File: src/rtl/alu_arbiter.sv
// Round-robin arbiter that lets two requesters share one registered ALU.
// It screens out faulting ops and holds each response until the consumer takes it.
module alu_arbiter #(
  localparam int unsigned DW  = 32,
  localparam int unsigned OPW = 4,
  localparam int unsigned CW  = 16
) (
  input  logic           clk,
  input  logic           rst,
  input  logic           req0_valid,
  input  logic [OPW-1:0] req0_op,
  input  logic [DW-1:0]  req0_a,
  input  logic [DW-1:0]  req0_b,
  output logic           req0_ready,
  input  logic           req1_valid,
  input  logic [OPW-1:0] req1_op,
  input  logic [DW-1:0]  req1_a,
  input  logic [DW-1:0]  req1_b,
  output logic           req1_ready,
  output logic           rsp_valid,
  output logic           rsp_id,
  output logic [DW-1:0]  rsp_data,
  output logic           rsp_zero,
  output logic           rsp_err,
  input  logic           rsp_ready,
  output logic [OPW-1:0] alu_op,
  output logic [DW-1:0]  alu_in1,
  output logic [DW-1:0]  alu_in2,
  input  logic [DW-1:0]  alu_out,
  input  logic           alu_status,
  output logic [CW-1:0]  ops_done
);

  localparam logic [OPW-1:0] OP_DIV  = OPW'(4);
  localparam logic [OPW-1:0] OP_LAST = OPW'(8);

  typedef enum logic [1:0] {
    S_IDLE  = 2'd0,
    S_ISSUE = 2'd1,
    S_WAIT  = 2'd2,
    S_RESP  = 2'd3
  } state_e;

  state_e         state_q, state_d;
  logic           prio_q, prio_d;
  logic [OPW-1:0] alu_op_q, alu_op_d;
  logic [DW-1:0]  alu_in1_q, alu_in1_d;
  logic [DW-1:0]  alu_in2_q, alu_in2_d;
  logic           rsp_id_q, rsp_id_d;
  logic [DW-1:0]  rsp_data_q, rsp_data_d;
  logic           rsp_zero_q, rsp_zero_d;
  logic           rsp_err_q, rsp_err_d;
  logic [CW-1:0]  ops_done_q, ops_done_d;

  logic           gnt_any;
  logic           gnt_id;
  logic           gnt_fault;
  logic [OPW-1:0] gnt_op;
  logic [DW-1:0]  gnt_a;
  logic [DW-1:0]  gnt_b;

  // Candidate grant: prio breaks ties, a lone requester always wins
  always_comb begin
    gnt_any   = req0_valid | req1_valid;
    gnt_id    = (req0_valid & req1_valid) ? prio_q : req1_valid;
    gnt_op    = gnt_id ? req1_op : req0_op;
    gnt_a     = gnt_id ? req1_a  : req0_a;
    gnt_b     = gnt_id ? req1_b  : req0_b;
    gnt_fault = (gnt_op > OP_LAST) || ((gnt_op == OP_DIV) && (gnt_b == '0));
  end

  // Next-state and handshake outputs
  always_comb begin
    state_d    = state_q;
    prio_d     = prio_q;
    alu_op_d   = alu_op_q;
    alu_in1_d  = alu_in1_q;
    alu_in2_d  = alu_in2_q;
    rsp_id_d   = rsp_id_q;
    rsp_data_d = rsp_data_q;
    rsp_zero_d = rsp_zero_q;
    rsp_err_d  = rsp_err_q;
    ops_done_d = ops_done_q;
    req0_ready = 1'b0;
    req1_ready = 1'b0;
    rsp_valid  = 1'b0;

    case (state_q)
      S_IDLE: begin
        if (gnt_any && !rst) begin
          req0_ready = ~gnt_id;
          req1_ready = gnt_id;
          prio_d     = ~gnt_id;
          rsp_id_d   = gnt_id;
          if (gnt_fault) begin
            // Faults bypass the ALU and answer straight away
            rsp_data_d = '0;
            rsp_zero_d = 1'b1;
            rsp_err_d  = 1'b1;
            state_d    = S_RESP;
          end else begin
            alu_op_d  = gnt_op;
            alu_in1_d = gnt_a;
            alu_in2_d = gnt_b;
            state_d   = S_ISSUE;
          end
        end
      end
      S_ISSUE: state_d = S_WAIT;
      S_WAIT: begin
        rsp_data_d = alu_out;
        rsp_zero_d = alu_status;
        rsp_err_d  = 1'b0;
        state_d    = S_RESP;
      end
      S_RESP: begin
        rsp_valid = ~rst;
        if (rsp_ready) begin
          ops_done_d = ops_done_q + CW'(1);
          state_d    = S_IDLE;
        end
      end
      default: state_d = S_IDLE;
    endcase
  end

  always_ff @(posedge clk) begin
    if (rst) begin
      state_q    <= S_IDLE;
      prio_q     <= 1'b0;
      alu_op_q   <= '0;
      alu_in1_q  <= '0;
      alu_in2_q  <= '0;
      rsp_id_q   <= 1'b0;
      rsp_data_q <= '0;
      rsp_zero_q <= 1'b0;
      rsp_err_q  <= 1'b0;
      ops_done_q <= '0;
    end else begin
      state_q    <= state_d;
      prio_q     <= prio_d;
      alu_op_q   <= alu_op_d;
      alu_in1_q  <= alu_in1_d;
      alu_in2_q  <= alu_in2_d;
      rsp_id_q   <= rsp_id_d;
      rsp_data_q <= rsp_data_d;
      rsp_zero_q <= rsp_zero_d;
      rsp_err_q  <= rsp_err_d;
      ops_done_q <= ops_done_d;
    end
  end

  assign alu_op   = alu_op_q;
  assign alu_in1  = alu_in1_q;
  assign alu_in2  = alu_in2_q;
  assign rsp_id   = rsp_id_q;
  assign rsp_data = rsp_data_q;
  assign rsp_zero = rsp_zero_q;
  assign rsp_err  = rsp_err_q;
  assign ops_done = ops_done_q;

endmodule

File: config.mk
export PLATFORM = sky130hd
export DESIGN_NAME = alu_arbiter
export DESIGN_NICKNAME = d
export VERILOG_FILES = /design/src/rtl/alu_arbiter.sv
export SDC_FILE = /design/constraint.sdc
export NUM_CORES = 1
export LEC_CHECK = 0
export ABC_AREA = 1
export CAP_MARGIN = 10
export CORE_ASPECT_RATIO = 0.7
export CORE_MARGIN = 3
export CORE_UTILIZATION = 41
export DETAILED_ROUTE_END_ITERATION = 7
export PLACE_DENSITY = 0.85
export SLEW_MARGIN = 10
export SYNTH_ARGS = -nofsm -noshare
export SYNTH_HDL_FRONTEND = slang
export SYNTH_SLANG_ARGS = --single-unit
File: constraint.sdc
create_clock -name clk -period 2.85 [get_ports clk]
set_clock_uncertainty 0.2 [all_clocks]
set_input_delay 0.57 -clock clk [delete_from_list [all_inputs] [get_ports clk]]
set_output_delay 0.57 -clock clk [all_outputs]
set_load 0.01 [all_outputs]
# Yosys cells after proc, flatten, opt, wreduce, memory -nomap -nowiden
# Cells that the tools add are included.
# W data, S select, Z words.
# word_totals
ff_bits,122
latch_bits,0
mem_bits_rw,0
romBits,0
input_bits,174
output_inout_bits,122
word_cells,56
memories,0
# op_classes
addsub,1
n_mul,0
n_div,0
magnitude_cmp,1
eq_ne,7
shift,0
mux,20
bitwise,5
reduce_logical,12
# ops
op,n
$mux W32,4
$pmux W32 S2,1
$logic_not A32 Y1,1
$add A16 B1 Y16 const B,1
$mux W1,8
$pmux W2 S4,1
$mux W2,3
$ne A2 B2 Y1 const B,3
$reduce_and A2 Y1,3
$reduce_and A3 Y1,2
$eq A2 B2 Y1 const B,2
$eq A4 B3 Y1 const B,1
$gt A4 B4 Y1 const B,1
$mux W4,1
$pmux W1 S2,2
$not A1 Y1,3
$eq A2 B1 Y1 const B,1
$logic_and A1 B1 Y1,2
$logic_not A2 Y1,1
$reduce_bool A2 Y1,1
$and A1 B1 Y1,1
$logic_not A1 Y1,1
$logic_or A1 B1 Y1,1
$or A1 B1 Y1,1

# Logic depth before layout (Yosys ltp)
# Gate-level depths: netlist of run 1.
# depth
depth_word,9
mapped_depth,16
ltp_nobuf,14

# Least setup slack after synthesis of run 1
# OpenSTA, ideal clock, no wires.
# synth_timing
kind,input -> register
startpoint,input port req1_valid
endpoint,register alu_in2_q[25] (netlist: alu_in2[25])
setup_time_ps,74
t_arrival_ps,2079
t_required_ps,2576
setup_slack_ps,496
stages,15
n_path_buf,4
path_cell_list,buf_2 > a21boi_2 > buf_2 > nand2_1 > nand2_1 > nand2_1 > nor2_1 > nand2_1 > nor2_1 > nand3_1 > nand3_2 > buf_4 > buf_2 > nand3_1 > o21ai_0
# synth_via
elab_chain_cells,8
word_cells_on_any_way,13
classes_between,order compare (1); eq/ne (1); mux (3); bitwise (3); reduce/logical (5)
# synth_rtl
item,line,text
"start, declared",15,"input logic req1_valid,"
$and A1 B1 Y1,65,gnt_id = (req0_valid & req1_valid) ? prio_q : req1_valid;
$mux W1,65,
$mux W32 / $mux W4 (equally long branches),"68, 66",
$logic_not A32 Y1 / $eq A4 B3 Y1 (equally long branches),69,gnt_fault = (gnt_op > OP_LAST) || ((gnt_op == OP_DIV) && (gnt_b == '0));
$logic_and A1 B1 Y1,69,
$logic_or A1 B1 Y1,69,
$not A1 Y1 (no source line),-,
$reduce_and A3 Y1 (no source line),-,
"end signal, assigned",144,alu_in2_q <= alu_in2_d;
"end, declared",48,"logic [DW-1:0] alu_in2_q, alu_in2_d;"
# Several ways; a longest one is shown, not always the timed one.
# A chain may end at the register's enable or synchronous reset.

# Worst setup path in the final report of run 1
# layout_timing
startpoint,input port req0_valid
endpoint,output port req0_ready
# layout_via
elab_chain_cells,5
word_cells_on_any_way,7
classes_between,mux (3); bitwise (3); reduce/logical (1)
# layout_rtl
item,line,text
"start, declared",10,"input logic req0_valid,"
$and A1 B1 Y1,65,
$mux W1,65,
$not A1 Y1,91,req0_ready = ~gnt_id;
$mux W1 *,90,if (gnt_any && !rst) begin
$mux W1 *,88,case (state_q)
"end, declared",14,"output logic req0_ready,"
# Every way passes the cells marked *; elsewhere a longest branch is shown, timed or not.

==> impl_summary.md, run 1 <==
Power and ir drop
The design draws 0.00644 W. For this design the ratio of total power to cell area is 641 mW/mm2. The peak ir drop on the vdd network is 0.000454 V. In this run the static leakage power is 4.28 nW.

Clocking
The TritonCTS clock tree is done. The TritonCTS buffer count is 17. The clock tree root driver cell is sky130_fd_sc_hd__clkbuf_16. For the worst-skew pair, the clock arrives at the later sink with an insertion delay of 0.40 ns. After clock tree synthesis, the clock-pin slew on the worst setup and hold paths is 0.06 ns.

The maximum clock path buffer count is 2. The hold buffer count at CTS is 0. The number of sinks driven by the clock tree is 122. The maximum level of the CTS H-tree is 4.

Global routing
The largest net degree at the start of global routing is 73. For this run, global-route usage on met3 was measured as 8.69%. The via count of the first global-routing pass is 6384. Global routing used 24.7% of the available tracks. For met1 alone, demand over resource in global routing was 28.9%.

The total overflow left after global routing is 0. The initial antenna violation count was 0. The first global-routing pass estimated 31.5 mm of wire. The busiest layer in global routing is met2. For this run, global-route usage on met2 was measured as 42.3%.

Timing
The count of final max-slew check failures is 0. The final count of negative-setup-slack endpoints is 0. The slack of the critical path is 0.0198 ns. The slew at the pin with the worst max-slew slack is 0.760 ns.

After layout, the minimum clock period comes to 2.83 ns. The fraction of the cycle the final worst path needs is 99.3%. For this run, the top clock speed supported by timing is 353 MHz. The number of hold violations in the final report is 0. The worst pin sits at a relative slew slack of 49.3%.

Layout
After the flow finishes, the layout carries non-filler instances totaling 1411. The number of diodes added for antenna fixing is 0. The number of fill cells is 1072. The number of nets in the finished design is 1391.

Compared with the post-synthesis result, the final layout area differs by 70.5%. Of the cells placed in the final design, the portion with a size suffix greater than 1 is 8.56%.

Outcome
The flow ran to the end, and the final reports show no timing, DRC or antenna violations.

Drt
The number of detailed-routing iterations run before antenna repair is 6. The sum of routed wire length over all layers is 20.6 mm. The antenna violation net count after detailed routing is 0. The detailed-route DRC error count is 0. The mean number of vias per cell is 4.90. In this run, the number of DRC markers left after iteration 0 of detailed routing was 339. The detail-routed net length per standard cell is 14.6 um.

The routed layout has 6910 vias.

Floorplanning
The initial utilization of the core area, before any placement, comes to 43.4%. The total area inside the core boundary comes to 0.0136 mm2. The die area is 0.0159 mm2. Row generation in the floorplan step produced 35 rows. 296 I/O pins were placed.

The floorplan step set the die height to 106 um. The die is 149 um wide.

Placed design
OpenSTA, run right after detailed placement, puts the worst setup slack at -0.377 ns. Buffers placed on the I/O ports in this run total 295. The global placement routability congestion is 0.881. The number of placed instances, taps included, is 1374. The estimated wirelength of the detail-placed design is 14.9 mm.

Setup path
The startpoint kind of the worst setup timing path is an input port. The worst setup path is of the input port to primary output kind. In this run the worst path has a maximum fanout of 3. The kind of end point of the critical path is a primary output. At the worst endpoint, the required time is 2.08 ns. The arrival time of the worst setup path is 2.06 ns.

Yosys
The netlist area before placement is 0.00589 mm2. In this run, synthesis produced a sequential element count of 122. The number of nets in the synthesized netlist is 1081. The average instance area after synthesis is 6.52 um2. The instance count of the mapped netlist is 903. The share of synthesized area occupied by flip-flops and latches is 41.5%. The number of warnings reported in the yosys synthesis log is 0. The post-synthesis cell type count is 26.

Min path
The min-delay analysis places its worst path in the category flip-flop to flip-flop.

Job
Across the run, the number of max-cap violations was 0.
## cells in the mapped netlist
| cell | count | area, um2 |
|---|---|---|
| sky130_fd_sc_hd__nand3_2 | 2 | 20.0 |
| sky130_fd_sc_hd__xor2_1 | 2 | 17.5 |
| sky130_fd_sc_hd__buf_1 | 8 | 30.0 |
| sky130_fd_sc_hd__nor3_1 | 5 | 25.0 |
| sky130_fd_sc_hd__nand3_1 | 74 | 370 |
| sky130_fd_sc_hd__ha_1 | 4 | 50.1 |
| sky130_fd_sc_hd__dfxtp_1 | 122 | 2440 |
| sky130_fd_sc_hd__o21ai_1 | 10 | 50.1 |
| sky130_fd_sc_hd__nor3b_1 | 2 | 15.0 |
| sky130_fd_sc_hd__a211oi_1 | 1 | 7.51 |
| sky130_fd_sc_hd__nand2_1 | 334 | 1250 |
| sky130_fd_sc_hd__o31ai_1 | 1 | 7.51 |
| sky130_fd_sc_hd__inv_2 | 3 | 11.3 |
| sky130_fd_sc_hd__buf_2 | 22 | 110 |
| sky130_fd_sc_hd__o21a_1 | 2 | 15.0 |
| sky130_fd_sc_hd__a21boi_2 | 1 | 11.3 |
| sky130_fd_sc_hd__nand4_1 | 4 | 25.0 |
| sky130_fd_sc_hd__nor2_1 | 57 | 214 |
| sky130_fd_sc_hd__o21ai_0 | 47 | 235 |
| sky130_fd_sc_hd__clkbuf_1 | 22 | 82.6 |
| sky130_fd_sc_hd__and3_1 | 2 | 12.5 |
| sky130_fd_sc_hd__inv_1 | 68 | 255 |
| sky130_fd_sc_hd__nand2_2 | 2 | 12.5 |
| sky130_fd_sc_hd__a21oi_1 | 79 | 395 |
| sky130_fd_sc_hd__buf_4 | 8 | 60.1 |
| sky130_fd_sc_hd__nand3b_1 | 21 | 158 |
## final cells by class
cell class | count | area (um2) | share of cell area (%)
Tap cell | 185 | 231 | 2.31
Sequential cell | 122 | 2440 | 24.3
Multi-Input combinational cell | 650 | 2960 | 29.4
Timing Repair Buffer | 351 | 3500 | 34.9
Clock inverter | 15 | 214 | 2.13
Inverter | 71 | 267 | 2.66
Clock buffer | 17 | 425 | 4.24
## metal layers
metal,wire length (um),vias to the layer above
met1,8200,3102
met4,499,0
li1,-,3506
met3,1850,37
met2,10000,265
met5,0,-
## cells by family after synthesis
| kind of cell | count (synthesis) | synth area share, % |
|---|---|---|
| buffers and inverters | 131 | 9.33 |
| XOR/XNOR | 2 | 0.298 |
| flip-flops | 122 | 41.5 |
| AND/OR/NAND/NOR | 503 | 35.8 |
| AO/OA/AOI/OAI | 141 | 12.3 |
| adder cells (fa/ha/maj) | 4 | 0.850 |
## state kept, by name, summed over array words and instances (netlist names)
signal	count
alu_in1	32
alu_in2	32
rsp_data	32
ops_done	16
alu_op	4
state_q	2
prio_q	1
rsp_err	1
rsp_id	1
rsp_zero	1
## path summary, 6_finish.rpt
| check | startpoint | endpoint | slack, ns | cells past startpoint |
|---|---|---|---|---|
| worst min-delay path | alu_op[3] | alu_op[3] | 0.26 | 2 |
| worst max register to register | prio_q | alu_in1[1] | 0.37 | 14 |
| worst max-delay path | req0_valid | req0_ready | 0.02 | 7 |
| worst min register to register | alu_op[3] | alu_op[3] | 0.26 | 2 |
## critical path: stages
cell                              delay [ns]
sky130_fd_sc_hd__clkdlybuf4s50_1        0.43
sky130_fd_sc_hd__buf_4                  0.16
sky130_fd_sc_hd__o21ai_0                0.35
sky130_fd_sc_hd__nor2_1                 0.12
sky130_fd_sc_hd__inv_1                  0.11
sky130_fd_sc_hd__nor2_1                 0.06
sky130_fd_sc_hd__clkdlybuf4s15_1        0.27
## metrics by stage
stage / cell area [um2] / setup TNS (ns) / util (%) / hold slack (ns)
finish: 10000 / 0 / 73.9 / 0.261
global route: 10000 / -0.0315 / 73.9 / 0.284
CTS: 9940 / 0 / 73.2 / 0.262
detailed placement: 9290 / -32.28 / 68.5 / 0.254
global placement: 9290 / -23.67 / 68.5 / 0.248
floorplan: 5890 / 0 / - / 0.263
## cells in the final DEF (no fill, tap or decap), types with 3 or more instances in the layout
| cell type | n |
|---|---|
| sky130_fd_sc_hd__nor2_1 | 55 |
| sky130_fd_sc_hd__o21ai_1 | 7 |
| sky130_fd_sc_hd__nand4_1 | 4 |
| sky130_fd_sc_hd__buf_12 | 8 |
| sky130_fd_sc_hd__buf_4 | 46 |
| sky130_fd_sc_hd__inv_1 | 68 |
| sky130_fd_sc_hd__clkdlybuf4s50_1 | 291 |
| sky130_fd_sc_hd__nor3_1 | 5 |
| sky130_fd_sc_hd__inv_2 | 3 |
| sky130_fd_sc_hd__nand3_1 | 73 |
| sky130_fd_sc_hd__clkbuf_16 | 19 |
| sky130_fd_sc_hd__nand3b_1 | 21 |
| sky130_fd_sc_hd__bufinv_16 | 4 |
| sky130_fd_sc_hd__ha_1 | 4 |
| sky130_fd_sc_hd__inv_6 | 5 |
| sky130_fd_sc_hd__o21ai_0 | 46 |
| sky130_fd_sc_hd__dfxtp_1 | 122 |
| sky130_fd_sc_hd__clkinvlp_4 | 4 |
| sky130_fd_sc_hd__a21oi_1 | 79 |
| sky130_fd_sc_hd__nand2_1 | 334 |
| sky130_fd_sc_hd__o21ai_2 | 3 |
## what timing repair did
| item | CTS | global route |
|---|---|---|
| pin swaps | 0 | 4 |
| cloned | 0 | 2 |
| buffers inserted | 1 | 2 |
| setup endpoints to repair | 2 | 104 |
| gates resized for setup | 2 | 13 |
## report_power, final
part           internal, W  leakage [nW]  total (W)  switching, W
logic              0.00105          2.98    0.00204      0.000988
registers          0.00194         0.996    0.00206      0.000125
clock network      0.00149         0.299    0.00234      0.000852
total              0.00447          4.28    0.00644       0.00196
No activity file was read; power rests on OpenSTA's default activity.
==> inputs of run 2 (changes only) <==
CORE_MARGIN = default   (was 3)
SLEW_MARGIN = 5   (was 10)
==> run 2 against run 1 <==
- clock-buffer cell count increased by 1
- clock power decreased by 17%
- power decreased by 5.5%
- final cell count increased by 0.64%
- fmax increased by 4.7%
- highest routed layer unchanged
==> impl_summary.md, run 2 (synthesis results as in run 1) <==
Setup path
The arrival time of the worst setup path is 1.93 ns (-0.13 ns). The library cell appearing most often on the critical path is sky130_fd_sc_hd__buf_4. STA classifies the critical path endpoint as a primary output. The family with the most delay on the worst path is buffers and inverters. The type of the worst setup path is input port to primary output.

The top fanout value on the critical path is 12 (+9). Traced cell by cell, the critical path runs through dlygate4sd2_1 -> buf_4 -> a21boi_4 -> buf_4 -> buf_6 -> nor2_1 -> clkdlybuf4s15_1. STA classifies the critical path startpoint as an input port. The required time at the worst-slack endpoint was 2.08 ns (about the same).

The number of buffers and inverters on the critical path is 5 (+1). The cell at the slowest stage of the critical path is sky130_fd_sc_hd__dlygate4sd2_1. The largest incremental delay on the critical path was 0.41 ns (-0.02 ns).

Drt
The detailed-route DRC error count is 0 (unchanged). The number of violations reported at the end of detailed-routing iteration 0 is 256 (-24%). The antenna violation net count after detailed routing came to 0 (unchanged). The detail-routed net length per standard cell was 14.2 um (-2.3%). The routed via count was 6869 (-0.59%). The mean number of vias per cell is 4.84 (-1.2%). The sum of routed wire length over all layers came to 20.2 mm (-1.7%).

The number of detailed-routing iterations run before antenna repair is 5 (-1).

Global routing
The total global routing track utilization is 26.0% (+1.4 points). The initial antenna violation count came to 0 (unchanged). The via count of the first global-routing pass is 6289 (-1.5%). The global-route wire length before repair is 30.7 mm (-2.6%).

The sum of overflow across all layers after global routing is 0 (unchanged). The largest net degree at the start of global routing is 73 (unchanged).

Outcome
The flow ran to the end, and the final reports show no timing, DRC or antenna violations.

Timing
The fraction of the cycle the final worst path needs was 94.8% (-4.5 points). The slew at the pin with the worst max-slew slack is 0.774 ns (+0.0142 ns). The tightest slew margin relative to the limit is 48.4% (-0.95 points). The count of final max-slew check failures is 0 (unchanged). The slack of the critical path was 0.147 ns (+0.128 ns). The final count of negative-setup-slack endpoints is 0 (unchanged). The number of hold violations in the final report is 0 (unchanged). The maximum achievable frequency was 370 MHz (+4.7%). The minimum clock period was 2.70 ns (-0.128 ns).

Clocking
The hold buffer count at CTS is 0 (unchanged). The number of sinks driven by the clock tree is 122 (unchanged). The maximum clock path buffer count is 2 (unchanged).

The clock insertion delay at the later pin of the skew report is 0.40 ns (about the same). TritonCTS built the clock tree. The maximum level of the CTS H-tree came to 4 (unchanged).

The clock tree root driver cell is sky130_fd_sc_hd__clkbuf_16. The clock-pin slew of the registers on the worst-case setup and hold paths came to 0.06 ns (about the same). The TritonCTS buffer count is 17 (unchanged).

Min path
The path class of the tightest hold or removal check is flip-flop to flip-flop.

Floorplanning
The initial standard-cell utilization of the core is 42.2% (-1.2 points). The chip width is 145 um (-2.7%). The total core area is 0.0140 mm2 (+2.9%). The vertical extent of the die is 102 um (-3.8%).

The I/O pin count is 296 (unchanged). The number of rows in the core area is 36 (+2.9%). The die area is 0.0148 mm2 (-6.3%).

Job
The number of maximum-capacitance constraint violations is 0 (unchanged).

Power and ir drop
The sequential share of power came to 33.9% (+1.8 points). The peak ir drop on the vdd network is 0.000359 V (-21%). The net switching component of the power came to 0.00194 W (-1.4%). The total leakage power is 4.29 nW (+0.36%). The internal power came to 0.00415 W (-7.3%). The relative contribution of combinational cells to total power is 34.2% (+2.6 points). The switching power as a share of total power is 31.8% (+1.3 points). The clock power share is 31.9% (-4.4 points). The power density normalized to cell area is 603 mW/mm2 (-6.0%).

Layout
In the layout the commonest cells are sky130_fd_sc_hd__nand2_1 (333), sky130_fd_sc_hd__clkdlybuf4s50_1 (290), sky130_fd_sc_hd__dfxtp_1 (122). The fraction of layout cells with a size suffix above 1 is 9.35% (+0.79 points). The number of standard cells in the layout, taps in and fillers out is 1420 (+0.64%).

The number of fill cells came to 1122 (+4.7%). The number of diodes added for antenna fixing was 0 (unchanged). Leaving out fill and tap cells, the most frequent cell in the layout is sky130_fd_sc_hd__nand2_1. The number of nets in the finished design was 1395 (+0.29%). The synthesis-to-layout area growth is 71.3%.

Placed design
The number of placed cells counting well taps was 1381 (+0.51%). The estimated wirelength of the detail-placed design was 14.3 mm (-3.8%). The total of buffers placed on input and output ports is 295 (unchanged).

The worst setup slack before clock tree synthesis is -0.362 ns (+0.0155 ns). The global placement routability congestion was 0.827 (-6.2%).
==> run 2: changes by cell type in the layout (fill, tap and decap cells not counted), sizes merged <==
cell           delta
bufinv            -4
buf               +2
dlygate4sd2       +1
clkinv            +7
clkinvlp          +1
clkbuf            +3
clkdlybuf4s50     -1
inv               -5
==> run 2: final timing paths <==
path	from	to	slack, ns	cells past startpoint
worst min register to register	alu_in1[27]	alu_in1[27]	0.26	2
worst max-delay path	req1_valid	req0_ready	0.15	7
worst max register to register	prio_q	alu_in2[31]	0.38	17
worst min-delay path	alu_in1[27]	alu_in1[27]	0.26	2
==> run 2: repair_timing <==
| item | CTS | global route |
|---|---|---|
| gates resized for setup | 5 | 26 |
| pin swaps | 0 | 3 |
| setup endpoints to repair | 2 | 103 |
| cloned | 0 | 4 |
| buffers inserted | 1 | 2 |
==> run 2: layout make-up <==
cell class | count | area (um2) | share of cell area (%)
timing repair buffer | 355 | 3610 | 35.8
multi-input combinational | 650 | 2990 | 29.6
sequential | 122 | 2440 | 24.2
clock buffer | 18 | 439 | 4.35
inverter | 71 | 267 | 2.64
tap | 190 | 238 | 2.36
clock inverter | 14 | 101 | 1.00
==> run 2: per-stage QoR <==
step / util (%) / total power [W] / TNS (ns) / area (um2) / hold WS (ns)
finish: 72.2 / 0.00608 / 0 / 10100 / 0.261
global route: 72.2 / 0.00642 / -0.00684 / 10100 / 0.280
CTS: 70.7 / 0.00604 / 0 / 9870 / 0.263
detailed placement: 66.8 / 0.00409 / -31.91 / 9330 / 0.254
global placement: 66.8 / 0.00404 / -25.97 / 9330 / 0.248
floorplan: - / 0.00301 / 0 / 5890 / 0.263
==> run 2: power groups by stage <==
stage          registers [W]  clock network, W  logic (W)
2_1_floorplan        0.00219                 0   0.000823
3_3_place_gp         0.00209                 0    0.00196
3_5_place_dp         0.00209                 0    0.00199
4_1_cts              0.00206           0.00197    0.00201
5_1_grt              0.00209           0.00206    0.00227
6_report             0.00206           0.00194    0.00208
==> run 2: layer usage <==
layer	up-vias	routed length [um]	global-route usage (%)
met4	0	365	8.42
li1	3503	-	-
met2	254	9820	45.5
met5	-	0	0
met3	26	1520	8.35
met1	3086	8510	30.7
==> run 2: worst reg2reg max path, cell delays in order (launching register included) <==
cell and delay (ns):
sky130_fd_sc_hd__dfxtp_1 0.30, sky130_fd_sc_hd__inv_2 0.12, sky130_fd_sc_hd__nand2_4 0.10, sky130_fd_sc_hd__nand2_8 0.12
sky130_fd_sc_hd__clkbuf_16 0.17, sky130_fd_sc_hd__nand2_1 0.05, sky130_fd_sc_hd__nand2_1 0.09, sky130_fd_sc_hd__nand2_1 0.07
sky130_fd_sc_hd__nor2_1 0.09, sky130_fd_sc_hd__nand2_1 0.09, sky130_fd_sc_hd__nor2_4 0.15, sky130_fd_sc_hd__nand3_2 0.10
sky130_fd_sc_hd__buf_4 0.15, sky130_fd_sc_hd__nand3_4 0.13, sky130_fd_sc_hd__buf_12 0.13, sky130_fd_sc_hd__clkbuf_16 0.17
sky130_fd_sc_hd__nand3_1 0.07, sky130_fd_sc_hd__o21ai_0 0.09
